File: src/rtl/control_sequencer.sv
// Microcode sequencer for the 8-bit CPU: a T0..T4 step counter and a
// combinational control word decoded from step, opcode and the ALU flags.
module control_sequencer #(
    parameter bit EARLY_END = 1'b1
) (
    input  logic       clk,
    input  logic       clr_n,
    input  logic [3:0] opcode,
    input  logic       cf,
    input  logic       zf,
    output logic       hlt,
    output logic       mi,
    output logic       ri,
    output logic       ro,
    output logic       io,
    output logic       ii,
    output logic       ai,
    output logic       ao,
    output logic       eo,
    output logic       su,
    output logic       bi,
    output logic       oi,
    output logic       ce,
    output logic       co,
    output logic       j,
    output logic       fi,
    output logic [2:0] step
);

    typedef enum logic [2:0] {T0, T1, T2, T3, T4} step_t;

    typedef struct packed {
        logic hlt, mi, ri, ro, io, ii, ai, ao, eo, su, bi, oi, ce, co, j, fi;
    } ctrl_t;

    // Steps outside T0..T4 decode to an empty word, which lets the lookahead
    // past T4 fall out naturally.
    function automatic ctrl_t decode(input step_t s, input logic [3:0] op,
                                     input logic c, input logic z);
        ctrl_t w;
        w = '0;
        case (s)
            T0: begin w.co = 1'b1; w.mi = 1'b1; end
            T1: begin w.ro = 1'b1; w.ii = 1'b1; w.ce = 1'b1; end
            T2: begin
                case (op)
                    4'h1, 4'h2, 4'h3, 4'h4: begin w.io = 1'b1; w.mi = 1'b1; end
                    4'h5: begin w.io = 1'b1; w.ai = 1'b1; end
                    4'h6: begin w.io = 1'b1; w.j = 1'b1; end
                    4'h7: begin w.io = c; w.j = c; end
                    4'h8: begin w.io = z; w.j = z; end
                    4'hE: begin w.ao = 1'b1; w.oi = 1'b1; end
                    4'hF: w.hlt = 1'b1;
                    default: ;
                endcase
            end
            T3: begin
                case (op)
                    4'h1: begin w.ro = 1'b1; w.ai = 1'b1; end
                    4'h2, 4'h3: begin w.ro = 1'b1; w.bi = 1'b1; end
                    4'h4: begin w.ao = 1'b1; w.ri = 1'b1; end
                    default: ;
                endcase
            end
            T4: begin
                if (op == 4'h2 || op == 4'h3) begin
                    w.eo = 1'b1; w.ai = 1'b1; w.fi = 1'b1; w.su = (op == 4'h3);
                end
            end
            default: ;
        endcase
        return w;
    endfunction

    step_t step_q, step_d;
    logic  halted, halted_d;
    ctrl_t word, next_word, ctrl;

    always_ff @(posedge clk or negedge clr_n) begin
        if (!clr_n) begin
            step_q <= T0;
            halted <= 1'b0;
        end else begin
            step_q <= step_d;
            halted <= halted_d;
        end
    end

    always_comb begin
        word      = decode(step_q, opcode, cf, zf);
        next_word = decode(step_t'(step_q + 3'd1), opcode, cf, zf);
        step_d    = step_q;
        halted_d  = halted;
        ctrl      = '0;
        if (halted) begin
            ctrl.hlt = 1'b1;
        end else begin
            ctrl = word;
            case (step_q)
                T0: step_d = T1;
                T1: step_d = T2;
                default: begin
                    // HLT keeps the step parked at T2 until reset
                    if (word.hlt)
                        halted_d = 1'b1;
                    else if (step_q == T4 || (EARLY_END && next_word == '0))
                        step_d = T0;
                    else
                        step_d = step_t'(step_q + 3'd1);
                end
            endcase
        end
        if (!clr_n)
            ctrl = '0;
    end

    assign hlt  = ctrl.hlt;
    assign mi   = ctrl.mi;
    assign ri   = ctrl.ri;
    assign ro   = ctrl.ro;
    assign io   = ctrl.io;
    assign ii   = ctrl.ii;
    assign ai   = ctrl.ai;
    assign ao   = ctrl.ao;
    assign eo   = ctrl.eo;
    assign su   = ctrl.su;
    assign bi   = ctrl.bi;
    assign oi   = ctrl.oi;
    assign ce   = ctrl.ce;
    assign co   = ctrl.co;
    assign j    = ctrl.j;
    assign fi   = ctrl.fi;
    assign step = step_q;

endmodule
File: config.mk
export PLATFORM = sky130hd
export DESIGN_NAME = control_sequencer
export DESIGN_NICKNAME = d
export VERILOG_FILES = /design/src/rtl/control_sequencer.sv
export SDC_FILE = /design/constraint.sdc
export NUM_CORES = 1
export LEC_CHECK = 0
export CAP_MARGIN = 20
export CORE_UTILIZATION = 39
export DETAILED_ROUTE_END_ITERATION = 10
export PLACE_DENSITY = 0.75
export SYNTH_ARGS = -nofsm -noshare
export SYNTH_HDL_FRONTEND = slang
export SYNTH_SLANG_ARGS = --single-unit
File: constraint.sdc
create_clock -name clk -period 1.7 [get_ports clk]
set_clock_uncertainty 0.15 [all_clocks]
set_input_delay 0.17 -clock clk [delete_from_list [all_inputs] [get_ports clk]]
set_output_delay 0.17 -clock clk [all_outputs]
set_load 0.02 [all_outputs]
== Word-level counts from Yosys, hierarchy flattened ==
Cells that the tools add are included.

* Logic and storage cells: 83
* Bits in registers: 4
* Output and inout port bits: 19
* Input bits: 8

* Reductions and logical operators: 11
* Add/sub/neg operators: 1
* Bitwise operators: 1
* Muxes and demuxes: 49
* Equality and inequality tests: 19

{| class="wikitable"
|+ Operator list
! cell !! count
|-
| two-way mux 1 bit || 31
|-
| == test 4 x 3 -> 1 bit (second input constant) || 4
|-
| logical NOT 16 bit || 1
|-
| two-way mux 16 bit || 1
|-
| two-way mux 15 bit || 1
|-
| == test 3 x 2 -> 1 bit (second input constant) || 4
|-
| == test 4 bit (second input constant) || 3
|-
| one-hot mux 1 bit (2 select lines) || 6
|-
| one-hot mux 1 bit (3 select lines) || 4
|-
| == test 4 x 2 -> 1 bit (second input constant) || 2
|-
| == test 3 x 1 -> 1 bit (second input constant) || 2
|-
| == test 3 bit (second input constant) || 2
|-
| logical NOT 3 bit || 2
|-
| two-way mux 2 bit || 3
|-
| two-way mux 3 bit || 2
|-
| one-hot mux 3 bit (2 select lines) || 1
|-
| OR reduction 6 bit || 1
|-
| == test 4 x 1 -> 1 bit (second input constant) || 1
|-
| OR reduction 2 bit || 2
|-
| OR reduction 4 bit || 1
|-
| adder 3 x 1 -> 3 bit (second input constant) || 1
|-
| inequality test 3 x 1 -> 1 bit (second input constant) || 1
|-
| OR reduction 3 bit || 1
|-
| logical OR 1 bit || 2
|-
| other kinds (2) || 2
|}

== Longest topological paths before layout ==
Gate-level depths: netlist of the first run.

* Word-level depth: 9
* Depth in mapped cells: 7
* Gate-level depth less buffers: 7

== Worst setup path before layout of the first run ==
OpenSTA, ideal clock, no wires.

* Path type: register to output
* Start: register step_q[0], in the netlist step[0]
* End: output mi
* Stages on the path, launching flop included: 8
* Buffers on the path: 1
* Data arrival time: 2014 ps
* Slack: -634 ps
* Required time: 1380 ps
* Cell sequence: dfrtp_1 -> inv_1 -> ha_1 -> clkbuf_1 -> nand2_1 -> nor2_1 -> nor2_1 -> nor3_1

* Longest elaborated chain between the ends: 4
* Elaborated cells on any way between the ends: 5
* Classes of those cells: eq/ne: 1; mux: 3; reduce/logical: 1

{| class="wikitable"
|+ Ends and longest elaborated chain
! item !! line !! RTL
|-
| start: declaration || 75 || <nowiki>step_t step_q, step_d;</nowiki>
|-
| start signal: assignment || 84 || <nowiki>step_q <= step_d;</nowiki>
|-
| == test 3 x 2 -> 1 bit / logical NOT 3 bit (equally long branches) || 42 || <nowiki>case (s)</nowiki>
|-
| one-hot mux 1 bit (2 select lines) (*) || 42 ||
|-
| two-way mux 15 bit (*) || 95 || <nowiki>if (halted) begin</nowiki>
|-
| two-way mux 16 bit (*) || 113 || <nowiki>if (!clr_n)</nowiki>
|-
| end: declaration || 12 || <nowiki>output logic mi,</nowiki>
|}

Mark *: on every way between the ends. The rest lies on a longest branch, timed or not.

== Worst setup path in the final report of the first run ==
* Start: register step_q[0], in the netlist step[0]
* End: register step_q[1], in the netlist step[1]

* Longest elaborated chain between the ends: 8
* Elaborated cells on any way between the ends: 32
* Classes of those cells: add/sub: 1; eq/ne: 8; mux: 18; reduce/logical: 5

{| class="wikitable"
|+ Ends and longest elaborated chain
! item !! line !! RTL
|-
| adder 3 x 1 -> 3 bit || 91, 109 ||
|-
| == test 3 bit, or another cell as far along || 42 ||
|-
| one-hot mux 1 bit (3 select lines), or another cell as far along || 42 ||
|-
| logical NOT 16 bit || 106 || <nowiki>else if (step_q == T4 || (EARLY_END && next_word == '0))</nowiki>
|-
| logical OR 1 bit || 106 ||
|-
| two-way mux 3 bit || 106 ||
|-
| two-way mux 3 bit || 104 || <nowiki>if (word.hlt)</nowiki>
|-
| one-hot mux 3 bit (2 select lines) || 99 || <nowiki>case (step_q)</nowiki>
|}

Several ways; a longest one is shown, not always the timed one. The select of a mux whose other input is x is not followed.
A chain may end at the register's enable or synchronous reset.

==> summary.md, run 1 <==
| Metric | Value |
|---|---|
| Status | finished with violations |
| Violated checks | negative setup slack |
| GPL Wtd Cong | 0.857 |
| Reg2Reg Depth | 8 |
| DP HPWL | roughly 1900 um |
| Row Count | 15 |
| Final worst setup slack | -0.280 ns |
| Peak supply drop | 1.41 mV |
| R2r endpoint | step[1]$_DFFE_PN0P_ |
| Worst hold slack | 0.108 ns |
| Fmax | between 500 and 600 MHz |
| CP required | ~1.7 ns |
| Maximum clock insertion buffer count | 2 |
| Metal3 WL | 100 um |
| Die height | 44.7 um |
| Clk sinks | 4 |
| Slew at the pin with the worst max-slew slack | 0.299 ns |
| # DRC | 0 |
| Clock latency at the later pin of the worst-skew pair | between 0.2 and 0.25 ns |
| Post-Layout Inst Area | 1470 um2 |
| Switching share of power | 46.3% |
| Root Driver | clkbuf_4 |
| CTS H-tree lvls | 1 |
| Post-route minimum period | 1.98 ns |
| Synthesized cell area | 709 um2 |
| Syn. warnings | 0 |
| Max-slew violation count | 0 |
| Pin count of the biggest net entering global routing | 10 |
| Worst hold-check path type | input port to async pin |
| Register area share after synthesis | 14.1% |
| CTS tree | yes |
| Setup WS pre-CTS | -0.715 ns |
| Mapped Nets | 110 |
| Share of cells above drive strength 1 | 65.6% |
| Worst path cell trace | buf_6, ha_4, buf_6, ha_4, a21oi_2, o21ai_1, and4b_4, o22ai_2 |
| First-pass GRT wire length | 4280 um |
| Via count | 933 |
| Top sig layer | met4 |
| CP max stage delay | 0.41 ns |
| Yosys cell types | 40 |
| R2r setup slk | -0.28 ns |
| Routed Antenna Nets | 0 |
| Clock slew at reported path FFs | approximately 0.04 ns |
| Crit path DAT | 1.93 ns |
| Setup-failing EPs final | 19 |
| WS Path Type | flop to flop |
| CP Max Fanout | 5 |
| PwrDens | 1560 nW/um2 |
| Critical register-to-register path startpoint | step[0]$_DFFE_PN0P_ |
| Post-synth EDFFs | 0 |
| Ys async rst share | 100% |
| Synthesis-stage register bit count | 4 |
| Most frequent cells in the layout | buf_4, buf_6, nor2_1, ha_4, a21oi_2 |
| Post-Syn Area per Cell | 7.47 um2 |
| Post-Route WL | 2640 um |
| Top_reg_cell synth | dfrtp_1 |
| Crit path to | step[1]$_DFFE_PN0P_ |
| Unrepaired setup endpoints after global routing | true |
| Cts bufs inserted | 3 |
| Core footprint | 1710 um2 |
| Die area | 1990 um2 |
| Final worst-path cycle share | 116% |
| Syn Inst Count | 95 |
| Die Width | 44.7 um |
| WL met2 | about 1400 um |
| Setup_tns | -2.91 ns |
| Global Route Usage Sum | 29.8% |
| Drt wl/cell | 15.0 um |
| Initial antenna violation count | 0 |
| Critical-path top delay cell | dfrtp_2 |
| Int Pwr | about 1.2 mW |
| Layout Nets | ~170 |
| Critical path origin | step[0]$_DFFE_PN0P_ |
| Via-per-instance ratio | 5.30 |
| Cts-stage hold buffer count | 0 |
| Relative slew slack | 80.1% |
| Reg power frac | 10.3% |
| Commonest non-fill, non-tap cell in the layout | buf_4 |
| Io pins | 27 |
| # fillers | 75 |
| Net Switching | 1.06 mW |
| Vias in the first global route | 906 |
| First-pass iteration count of the detailed router | 4 |
| DRT iter0 DRCs | 31 |
| Port bufs | 26 |
| Max-cap check violation count | 0 |
| Comb power frac | 84.2% |
| Fin util | 86.2% |
| Antenna Cells | 0 |
| Clk network pwr share | 5.4% |
| Synth-to-layout area growth | 107% |
| Leak | 0.656 nW |
| Hold Vio Cnt, Final | 0 |
| Type of origin of the critical path | flop |
| DRT met1 WL | between 1000 and 1500 um |
| Placed Area | 1330 um2 |
| CP endpoint kind | flop |
| Starting Density | roughly two fifths |
| GR Overflow Total | 0 |
## flip-flops by register name (all words and copies together) (netlist names)
| name | count |
|---|---|
| halted | 1 |
| step | 3 |
## per-stage QoR
step / power [mW] / instances
after global placement: 1.83 / 171
after CTS: 2.18 / 176
after detailed placement: 1.86 / 171
final: 2.30 / 176
after global routing: 2.44 / 176
after floorplan: 1.19 / 95
## worst max-delay path: cells and delay by family, from the launching register on
family,cells,cell delay [ns]
compound gates,3,0.26
fa+ha+maj,2,0.42
flops,1,0.41
buf+inv,2,0.24
simple gates,1,0.36
## power groups by stage
stage	Combinational, mW	Sequential, mW	Clock [mW]
2_1_floorplan	0.912	0.281	0
3_3_place_gp	1.60	0.224	0
3_5_place_dp	1.63	0.226	0
4_1_cts	1.82	0.233	0.132
5_1_grt	2.05	0.242	0.144
6_report	1.94	0.238	0.125
## synthesized netlist by cell type, types with 2 or more instances
cell       n  area (um2)
nand3_1    2        10.0
buf_4      3        22.5
nand4_1    3        18.8
nand2_1    8        30.0
buf_2      3        15.0
dfrtp_1    4         100
nor2b_1    5        31.3
inv_1      4        15.0
o21ai_0    4        20.0
a21oi_1    7        35.0
ha_1       7        87.6
o22ai_1    2        12.5
nand2b_1   4        25.0
nor2_1    11        41.3
nor3_1     3        15.0
## layer usage
layer | up-vias | track usage, %
li1 | 443 | -
met1 | 454 | 35.7
met2 | 31 | 55.3
met3 | 5 | 2.45
met4 | 0 | 9.70
met5 | - | 0
## how the worst min path moves through the flow
stage / start / cells after the start / slack, ns / to
after floorplan: clr_n / 0 / -0.28 / halted$_DFF_PN0_
after global placement: clr_n / 2 / 0.31 / halted$_DFF_PN0_
after detailed placement: clr_n / 2 / 0.34 / halted$_DFF_PN0_
after CTS: clr_n / 2 / 0.09 / step[2]$_DFFE_PN0P_
after global routing: clr_n / 2 / 0.11 / step[2]$_DFFE_PN0P_
final: clr_n / 2 / 0.11 / step[2]$_DFFE_PN0P_
## cell type report
type,instances,area (um2),area share (%)
clock buffers,4,26.3,1.79
inverters,4,20.0,1.36
multi-input cells,78,759,51.6
flip-flops and latches,4,104,7.06
well taps,25,31.3,2.13
repair buffers,61,531,36.1
## cell families after synthesis
kind of cell | after synthesis | share of synthesized area (%)
buf+inv | 13 | 10.2
compound gates | 21 | 19.4
simple gates | 46 | 38.4
fa+ha+maj | 7 | 12.3
mux | 2 | 3.00
xor+xnor | 2 | 2.47
flops | 4 | 14.1
## what timing repair did
item,in CTS,in global routing
endpoints found under the setup margin,23,20
setup buffers,1,0
resized for setup,104,18
cloned,0,0
pin swaps,8,6
Power figures use the tool's default switching activity.
==> run 2, diff against run 1 <==
- CAP_MARGIN: 20 -> not set
==> results of run 2 <==
Final layout, timing and power as in run 1 (identical DEF).
